==> src/rtl/icache_dm.sv <==
// Direct-mapped instruction cache: zero-latency lookup, line refill over a req/ack handshake.
// ICACHE_STATS_EN builds saturating hit/miss counters; otherwise hit_cnt/miss_cnt are tied to 0.
module icache_dm #(
  parameter int LINES      = 16,
  parameter int LINE_WORDS = 4
) (
  input  logic        clk,
  input  logic        rst,
  input  logic [31:0] inst_adr,
  output logic [31:0] inst,
  output logic        hit,
  output logic        stall,
  input  logic        inv,
  output logic        mem_req,
  output logic [31:0] mem_adr,
  input  logic        mem_ack,
  input  logic [31:0] mem_rdata,
  output logic [31:0] hit_cnt,
  output logic [31:0] miss_cnt
);

  localparam int OFF_W = $clog2(LINE_WORDS);
  localparam int IDX_W = $clog2(LINES);
  localparam int TAG_W = 30 - OFF_W - IDX_W;
  localparam logic [OFF_W-1:0] LAST = OFF_W'(LINE_WORDS - 1);

  typedef enum logic {S_IDLE, S_REFILL} state_t;

  state_t             r_state;
  state_t             w_state_nxt;
  logic [31:0]        r_data [LINES][LINE_WORDS];
  logic [TAG_W-1:0]   r_tag  [LINES];
  logic [LINES-1:0]   r_valid;
  logic [31:0]        r_base;
  logic [IDX_W-1:0]   r_idx;
  logic [OFF_W-1:0]   r_cnt;
  logic               r_abort;

  logic [OFF_W-1:0]   w_off;
  logic [IDX_W-1:0]   w_idx;
  logic [TAG_W-1:0]   w_tag;
  logic               w_hit;
  logic               w_miss_start;
  logic               w_ack;
  logic               w_last;
  logic               w_unused;

  assign w_off    = inst_adr[OFF_W+1:2];
  assign w_idx    = inst_adr[OFF_W+IDX_W+1:OFF_W+2];
  assign w_tag    = inst_adr[31:OFF_W+IDX_W+2];
  assign w_unused = &{1'b0, inst_adr[1:0]};

  assign w_hit        = (r_state == S_IDLE) && r_valid[w_idx] && (r_tag[w_idx] == w_tag);
  assign w_miss_start = (r_state == S_IDLE) && !w_hit;
  // acks outside REFILL carry no request and are dropped
  assign w_ack        = (r_state == S_REFILL) && mem_ack;
  assign w_last       = w_ack && (r_cnt == LAST);

  always_ff @(posedge clk or negedge rst) begin
    if (!rst) r_state <= S_IDLE;
    else      r_state <= w_state_nxt;
  end

  always_comb begin
    w_state_nxt = r_state;
    case (r_state)
      S_IDLE:   if (!w_hit) w_state_nxt = S_REFILL;
      S_REFILL: if (w_last) w_state_nxt = S_IDLE;
      default:  w_state_nxt = S_IDLE;
    endcase
  end

  always_comb begin
    mem_req = (r_state == S_REFILL);
    mem_adr = r_base + {{(30-OFF_W){1'b0}}, r_cnt, 2'b00};
    hit     = w_hit;
    stall   = !w_hit;
    inst    = w_hit ? r_data[w_idx][w_off] : 32'h0;
  end

  always_ff @(posedge clk or negedge rst) begin
    if (!rst) begin
      r_base  <= '0;
      r_idx   <= '0;
      r_cnt   <= '0;
      r_abort <= 1'b0;
      r_valid <= '0;
    end else begin
      if (w_miss_start) begin
        r_base  <= {w_tag, w_idx, {(OFF_W+2){1'b0}}};
        r_idx   <= w_idx;
        r_cnt   <= '0;
        r_abort <= 1'b0;
      end else if (r_state == S_REFILL) begin
        if (inv)   r_abort <= 1'b1;
        if (w_ack) r_cnt   <= r_cnt + 1'b1;
      end
      // inv outranks the final-ack valid set, so an aborted line ends invalid
      if (inv)               r_valid        <= '0;
      else if (w_miss_start) r_valid[w_idx] <= 1'b0;
      else if (w_last)       r_valid[r_idx] <= !r_abort;
    end
  end

  always_ff @(posedge clk) begin
    if (w_ack)  r_data[r_idx][r_cnt] <= mem_rdata;
    if (w_last) r_tag[r_idx]         <= r_base[31:OFF_W+IDX_W+2];
  end

`ifdef ICACHE_STATS_EN
  logic [31:0] r_hit_cnt;
  logic [31:0] r_miss_cnt;

  always_ff @(posedge clk or negedge rst) begin
    if (!rst) begin
      r_hit_cnt  <= '0;
      r_miss_cnt <= '0;
    end else begin
      if (w_hit && (r_hit_cnt != 32'hFFFF_FFFF))         r_hit_cnt  <= r_hit_cnt + 32'd1;
      if (w_miss_start && (r_miss_cnt != 32'hFFFF_FFFF)) r_miss_cnt <= r_miss_cnt + 32'd1;
    end
  end

  assign hit_cnt  = r_hit_cnt;
  assign miss_cnt = r_miss_cnt;
`else
  assign hit_cnt  = 32'h0;
  assign miss_cnt = 32'h0;
`endif

endmodule

==> config.mk <==
export PLATFORM = sky130hd
export DESIGN_NAME = icache_dm
export DESIGN_NICKNAME = d
export VERILOG_FILES = /design/src/rtl/icache_dm.sv
export SDC_FILE = /design/constraint.sdc
export NUM_CORES = 2
export LEC_CHECK = 0
export CELL_PAD_IN_SITES_DETAIL_PLACEMENT = 2
export CELL_PAD_IN_SITES_GLOBAL_PLACEMENT = 2
export CORE_UTILIZATION = 36
export DETAILED_ROUTE_END_ITERATION = 8
export PLACE_DENSITY_LB_ADDON = 0.1
export SETUP_SLACK_MARGIN = 0.3
export SYNTH_ARGS = -nofsm -noshare
export SYNTH_HDL_FRONTEND = slang
export SYNTH_SLANG_ARGS = --single-unit
==> constraint.sdc <==
create_clock -name clk -period 7.5 [get_ports clk]
set_clock_uncertainty 0.1 [all_clocks]
set_input_delay 2.25 -clock clk [delete_from_list [all_inputs] [get_ports clk]]
set_output_delay 2.25 -clock clk [all_outputs]
set_load 0.02 [all_outputs]
==> results.py <==
metrics = {
    "synth": {
        "synth.yosys.seq_area_share": 0.7738,
        "ys_ff_latch": 2480,
        "synth-edff-count": 2432,
        "yosys_most_used_dff": "edfxtp_1",
        "ys_types": 61,
        "ys_async_sr_fraction": 0.01935,
        "yosysMostFrequentCell": "edfxtp_1",
        "ys_top_cells_by_count": "2,432 x edfxtp_1, 746 x mux4_2, 88 x nor2_1",
        "synth_top_area_frac": 0.7613,
        "syn_avg_cell_area_um2": 24.13,
        "synth_top_area_cell": "edfxtp_1",
        "synth_area_leaders": "edfxtp_1 76%, mux4_2 18%, dfrtp_1 1.3%, mux2i_1 0.77%, buf_4 0.57%",
        "yosysWarningCount": 0,
        "netlist_area_mm2": 0.09593,
        "synthCells": 3975,
    },
    "route": {
        "viasPerCell": 5.475,
        "vias": 46130,
        "drtAntennaViolNets": 0,
        "first_iter_violations": 4173,
        "drc": 32,
        "dr.pass1.iters": 7,
        "routed_wl_mm": 296.0,
        "detail_route.wl_per_cell_um": 35.14,
    },
    "floorplanning": {
        "core-area_mm2": 0.2651,
        "pin_count": 199,
        "start_util": 0.3619,
        "rows": 189,
        "die-height_um": 518.2,
        "die_w_um": 518.2,
        "die_area_mm2": 0.2685,
    },
    "setup_path": {
        "required_ns": 5.15,
        "crit_arrival_ns": 5.45,
        "slowest_delay_ns": 0.55,
        "cp_max_fo": 8,
        "worstSetupPathType": "primary input to output pin",
        "end_kind": "output pin",
        "cp-start-kind": "primary input",
        "critPathSlowestCell": "a2111oi_4",
        "path_cells": "buf_16 > buf_4 > mux4_2 > mux2i_2 > nor2_1 > a21oi_2 > o2111ai_4 > a2111oi_4 > nand3_4 > buf_12 > buf_12 > nor2b_1 > buf_4 > buf_6",
    },
    "power": {
        "p_leak_nw": 36.97,
        "ir_drop_mv": 0.2564,
        "p_per_area_mw_per_mm2": 283.8,
    },
    "finish": {
        "final_cells": 8425,
        "nets": 4747,
        "fill_cells": 23600,
        "drive_gt1_frac": 0.3757,
        "syn_to_final_growth_pct": 20.89,
    },
    "placed_design": {
        "place.gp.congestion": 0.7360,
        "placed_cells": 7823,
        "io_buffers": 130,
        "hpwl_mm": 172.2,
    },
    "global_routing": {
        "grt_pass1_wl_mm": 410.6,
        "grtUsageTotal": 0.2210,
        "grt_pass1_vias": 49630,
        "overflow": 0,
        "grt_max_degree": 75,
        "antenna_found_initial": 39,
    },
    "hold_path": {
        "hold_path.class": "flip-flop to flip-flop",
    },
    "clock_network": {
        "numClockSinks": 2480,
        "numCtsBuffers": 293,
        "clk_pin_slew_ns": 0.06,
        "htree_levels": 5,
        "cts_tree": "built",
        "clk_path_buf_depth": 4,
        "cts-hold-fix-buffers": 0,
        "root_buffer": "clkbuf_16",
        "clkLatencyLatePin_ns": 0.94,
    },
    "timing": {
        "maxSlewViolCount": 0,
        "fmax_ghz": 0.1283,
        "rsz0062_at_grt": "true",
        "hold_slack_ns": 0.5282,
        "hold_violations": 0,
        "finalSetupViolations": 34,
        "fin_ws_ns": -0.2955,
        "slew_headroom": 0.09604,
        "tns_ns": -6.151,
        "timing.final.crit_share": 1.039,
        "finalCriticalPeriod_ns": 7.796,
        "tightestPinTransition_ns": 1.356,
    },
    "flow_run": {
        "cap_violations": 0,
    },
    "outcome": {
        "status": "complete, but fails checks",
        "violations": "design-rule violations, negative setup slack",
    },
}
[power breakdown]
part | internal, mW | switching, mW | total, mW
clock | 7.75 | 5.57 | 13.3
combinational | 1.20 | 1.82 | 3.02
sequential | 16.1 | 0.495 | 16.6
total | 25.0 | 7.89 | 32.9
[per-stage QoR]
stage | instance area, um2 | power [mW] | worst slack [ns] | utilization
after floorplan | 96420 | 18.08 | 0.3049 | -
after global placement | 104900 | 19.72 | -0.8042 | 0.3957
after detailed placement | 104900 | 19.81 | -0.8362 | 0.3957
after CTS | 115300 | 33.30 | -0.2867 | 0.4351
after global routing | 116000 | 33.95 | -0.3680 | 0.4374
final | 116000 | 32.91 | -0.2955 | 0.4375
[sequential cells by signal (all words and copies together) (netlist names)]
signal	count
mem_req	1
r_idx	3
r_valid	16
r_data	2048
r_tag	384
r_cnt	2
r_abort	1
r_base	25
[cell usage in the layout (no fill, tap or decap), types with 48 or more instances in the layout]
| master | count |
|---|---|
| edfxtp_1 | 2432 |
| mux4_2 | 746 |
| clkbuf_16 | 304 |
| buf_4 | 284 |
| buf_12 | 106 |
| buf_6 | 75 |
| clkbuf_1 | 74 |
| mux2i_1 | 67 |
| conb_1 | 66 |
| nor2_4 | 64 |
| clkinv_1 | 58 |
| clkdlybuf4s50_1 | 57 |
| dfrtp_1 | 48 |
[final timing paths]
kind | start | to | slack, ns | cells past startpoint
min in group asynchronous | rst | r_base[9] | 1.39 | 2
max in group asynchronous | rst | r_base[23] | 5.32 | 2
min reg2reg | r_valid[10] | r_valid[10] | 0.53 | 2
max | inst_adr[5] | inst[10] | -0.30 | 14
max reg2reg | r_tag[0][6] | r_base[11] | 3.47 | 10
min | r_valid[10] | r_valid[10] | 0.53 | 2
[final cells by class]
cell class | instances | area, um2 | share of cell area
Antenna cell | 10 | 25.02 | 0.0002158
Clock buffer | 378 | 7840 | 0.06760
Clock inverter | 124 | 898.4 | 0.007746
Inverter | 16 | 72.57 | 0.0006258
Multi-Input combinational cell | 1276 | 21330 | 0.1839
Sequential cell | 2480 | 74230 | 0.6401
Tap cell | 3533 | 4420 | 0.03812
Timing Repair Buffer | 608 | 7154 | 0.06169
[layer usage]
layer | vias to the layer above | wire length (um) | global-route usage
li1 | 18470 | - | -
met1 | 26040 | 126100 | 0.3006
met2 | 1251 | 148900 | 0.3715
met3 | 367 | 14020 | 0.03451
met4 | 4 | 7033 | 0.05564
met5 | - | 31 | 0
[timing repair]
action,CTS,global route
gates cloned,17,4
gates resized for setup,245,68
buffers inserted,45,24
pin swaps,9,10
endpoints found under the setup margin,34,34
endpoints found under the hold margin,0,0
[cells by family (layout without fill, tap and decap cells)]
| family | after synthesis | count (layout) | share of synthesized area |
|---|---|---|---|
| flops | 2480 | 2480 | 0.7738 |
| mux | 861 | 861 | 0.1883 |
| buf+inv | 284 | 1126 | 0.01599 |
| simple gates | 201 | 201 | 0.009652 |
| compound gates | 115 | 115 | 0.009026 |
| xor+xnor | 29 | 29 | 0.002648 |
| fa+ha+maj | 4 | 4 | 0.0005217 |
| other cells | 1 | 76 | 0.00003909 |
[worst max-delay path: cells and delay by family]
family                 cells  cell delay (ns)
AOI/OAI and AO/OA          3             0.98
buffers and inverters      6             0.96
muxes                      2             0.74
and+or+nand+nor            3             0.47
(Power assumes the default switching activity.)
==> variant, RTL diff (same settings) <==
`LINE_WORDS`: 4 -> 2.
--- a/src/rtl/icache_dm.sv
+++ b/src/rtl/icache_dm.sv
@@ -4,3 +4,3 @@
   parameter int LINES      = 16,
-  parameter int LINE_WORDS = 4
+  parameter int LINE_WORDS = 2
 ) (
Formal check against the unedited RTL: not equivalent (a bounded check fails within 4 cycles, from zero or initial values and one cycle with rst low).
==> variant against the unedited design <==
  * The flow finishes with violations (setup timing)
  * Register-to-register slack better by 0.19 ns
  * Worst setup slack better by 0.068 ns
  * Total power down 39%
  * Wire length down 44%
  * Cell area down 41%
  * Final cell count down 39%
  * Area after synthesis down 40%
  * Maximum frequency up 0.88%
  * Synthesized cell count down 36%
  * Sequential cell count down 1008
==> variant: results (changes against the unedited design) <==
metric	value	unit	change
dpl hpwl	92510	microns	was 172200 microns
Ys Warns	0		unchanged
Slew HR	15.92	%	was 9.604%
DR iter-0 viols	1917		was 4173
H-tree Lvls	4		was 5
Min-Delay Path Class	flop to flop		unchanged
top cell family by delay on the critical path	buffers and inverters		was compound AO/OA/AOI/OAI gates
WL final	165500	microns	was 296000 microns
largest net degree at the start of global routing	115		was 75
asr flop ratio synth	3.261	%	was 1.935%
dpl ws	-0.9118	ns	was -0.8362 ns
Worst-Skew Late Latency	0.78	ns	was 0.94 ns
Max clock buf depth	3		was 4
top cells by area, synth	edfxtp_1, mux4_2, dfrtp_1		unchanged
sequential cell area fraction in the yosys report	76.41	%	was 77.38%
fin worst setup slack	-0.2275	ns	was -0.2955 ns
Clock Tree Root	clkbuf_16		unchanged
Post-synth EDFFs	1424		was 2432
critical-path cell with the highest stage delay	or4_4		was a2111oi_4
CP max FO	8		unchanged
Layout Nets	2989		was 4747
library cells used by synthesis	57		was 61
Leak	21.99	nW	was 36.97 nW
top cells by count, synth	edfxtp_1, mux4_2, mux2i_1, buf_4, nor2_1		was edfxtp_1, mux4_2, nor2_1, mux2i_1, buf_4
# DRC	0		was 32
CTS buffer count	165		was 293
initial antenna violation count	9		was 39
run status	finished with violations		unchanged
slowest stage delay, CP	0.58	ns	was 0.55 ns
GRT Util Overall	20.74	%	was 22.10%
PortBufs	130		unchanged
number of global-route vias before repair	30660		was 49630
VDD IR-drop max	0.0002446	V	was 0.0002564 V
count of final setup violators	33		was 34
routability cong.	0.7463		was 0.7360
failing checks	setup timing		was DRC, setup timing
Critical Path AT	5.38	ns	was 5.45 ns
Main synth FF type	edfxtp_1		unchanged
DR pass1 iterations	7		unchanged
top flop regs	r_data x1024, r_tag x400, r_base x26		was r_data x2048, r_tag x384, r_base x25
ANT nets after route	0		unchanged
clock slew at reported path FFs	0.06	ns	about the same
share of layout cells above drive strength 1	33.39	%	was 37.57%
total number of vias	27620		was 46130
first-pass GRT wire length	236200	microns	was 410600 microns
variant: cell count changes after synthesis, sizes merged, moves of 16 or more:
cell	unedited run	this run
edfxtp	2432	1424
mux4	746	406
mux2i	74	98
nor2	88	72
buf	198	134
nor2b	40	4
o21ai	33	8
variant: kinds of logic after synthesis:
family,Yosys count,share of synthesized area (%)
flops,1472,76.41
mux,549,18.48
buf+inv,223,2.127
simple gates,152,1.196
compound gates,100,1.344
xor+xnor,29,0.4415
other cells,1,0.006518
variant: cell type report:
class	instances	area [sq um]
Inverter	25	98.84
Multi-Input combinational cell	896	13310
Clock inverter	83	651.9
Clock buffer	206	4417
Antenna cell	1	2.502
Fill cell	14340	89720
Tap cell	2072	2592
Sequential cell	1472	43960
Timing Repair Buffer	361	3802
variant: report_power, final:
group          internal (mW)  switching [mW]
clock                   4.48            3.21
combinational          0.792            1.31
sequential              9.87           0.450
total                   15.1            4.96
variant: layer usage:
| layer | wire length (microns) | GRT usage, % | vias up |
|---|---|---|---|
| met4 | 3175 | 4.774 | 12 |
| met2 | 84350 | 35.28 | 541 |
| met5 | 71 | 0 | - |
| met3 | 6376 | 3.390 | 230 |
| met1 | 71540 | 27.96 | 15460 |
| li1 | - | - | 11370 |
variant: path summary, 6_finish.rpt:
kind | to | from | cells after the start | slack [ns]
setup / recovery | inst[6] | inst_adr[3] | 15 | -0.23
hold / removal | r_valid[8] | r_valid[8] | 2 | 0.43
setup reg to reg | r_base[21] | r_tag[4][10] | 11 | 3.66
hold reg to reg | r_valid[8] | r_valid[8] | 2 | 0.43
max in group asynchronous | r_valid[13] | rst | 2 | 5.06
min in group asynchronous | r_base[17] | rst | 2 | 1.60
variant: worst register-to-register path, stage by stage, from the launching register on:
cell,delay [ns]
edfxtp_1,0.39
mux4_2,0.48
mux2i_2,0.18
xor2_1,0.24
o21ai_1,0.11
or4_4,0.58
a2111oi_4,0.38
buf_6,0.18
buf_4,0.26
a21oi_4,0.20
buf_12,0.25
mux2_1,0.37
variant: what timing repair did:
item	4_1_cts	5_1_grt
gates resized for setup	217	27
setup buffers	19	4
pin swaps	6	16
cloned	4	1
endpoints found under the setup margin	34	34
variant: stage by stage:
step	util [%]	cells	hold slack, ns	setup TNS, ns	area, sq um
6_report	43.41	5116	0.4270	-5.247	68840
3_3_place_gp	39.78	4798	0.4048	-27.19	63080
2_1_floorplan	-	2591	0.3820	0	58480
5_1_grt	43.41	5115	0.4678	-8.559	68830
4_1_cts	43.31	5110	0.4265	-6.088	68680
3_5_place_dp	39.78	4798	0.4175	-27.10	63080
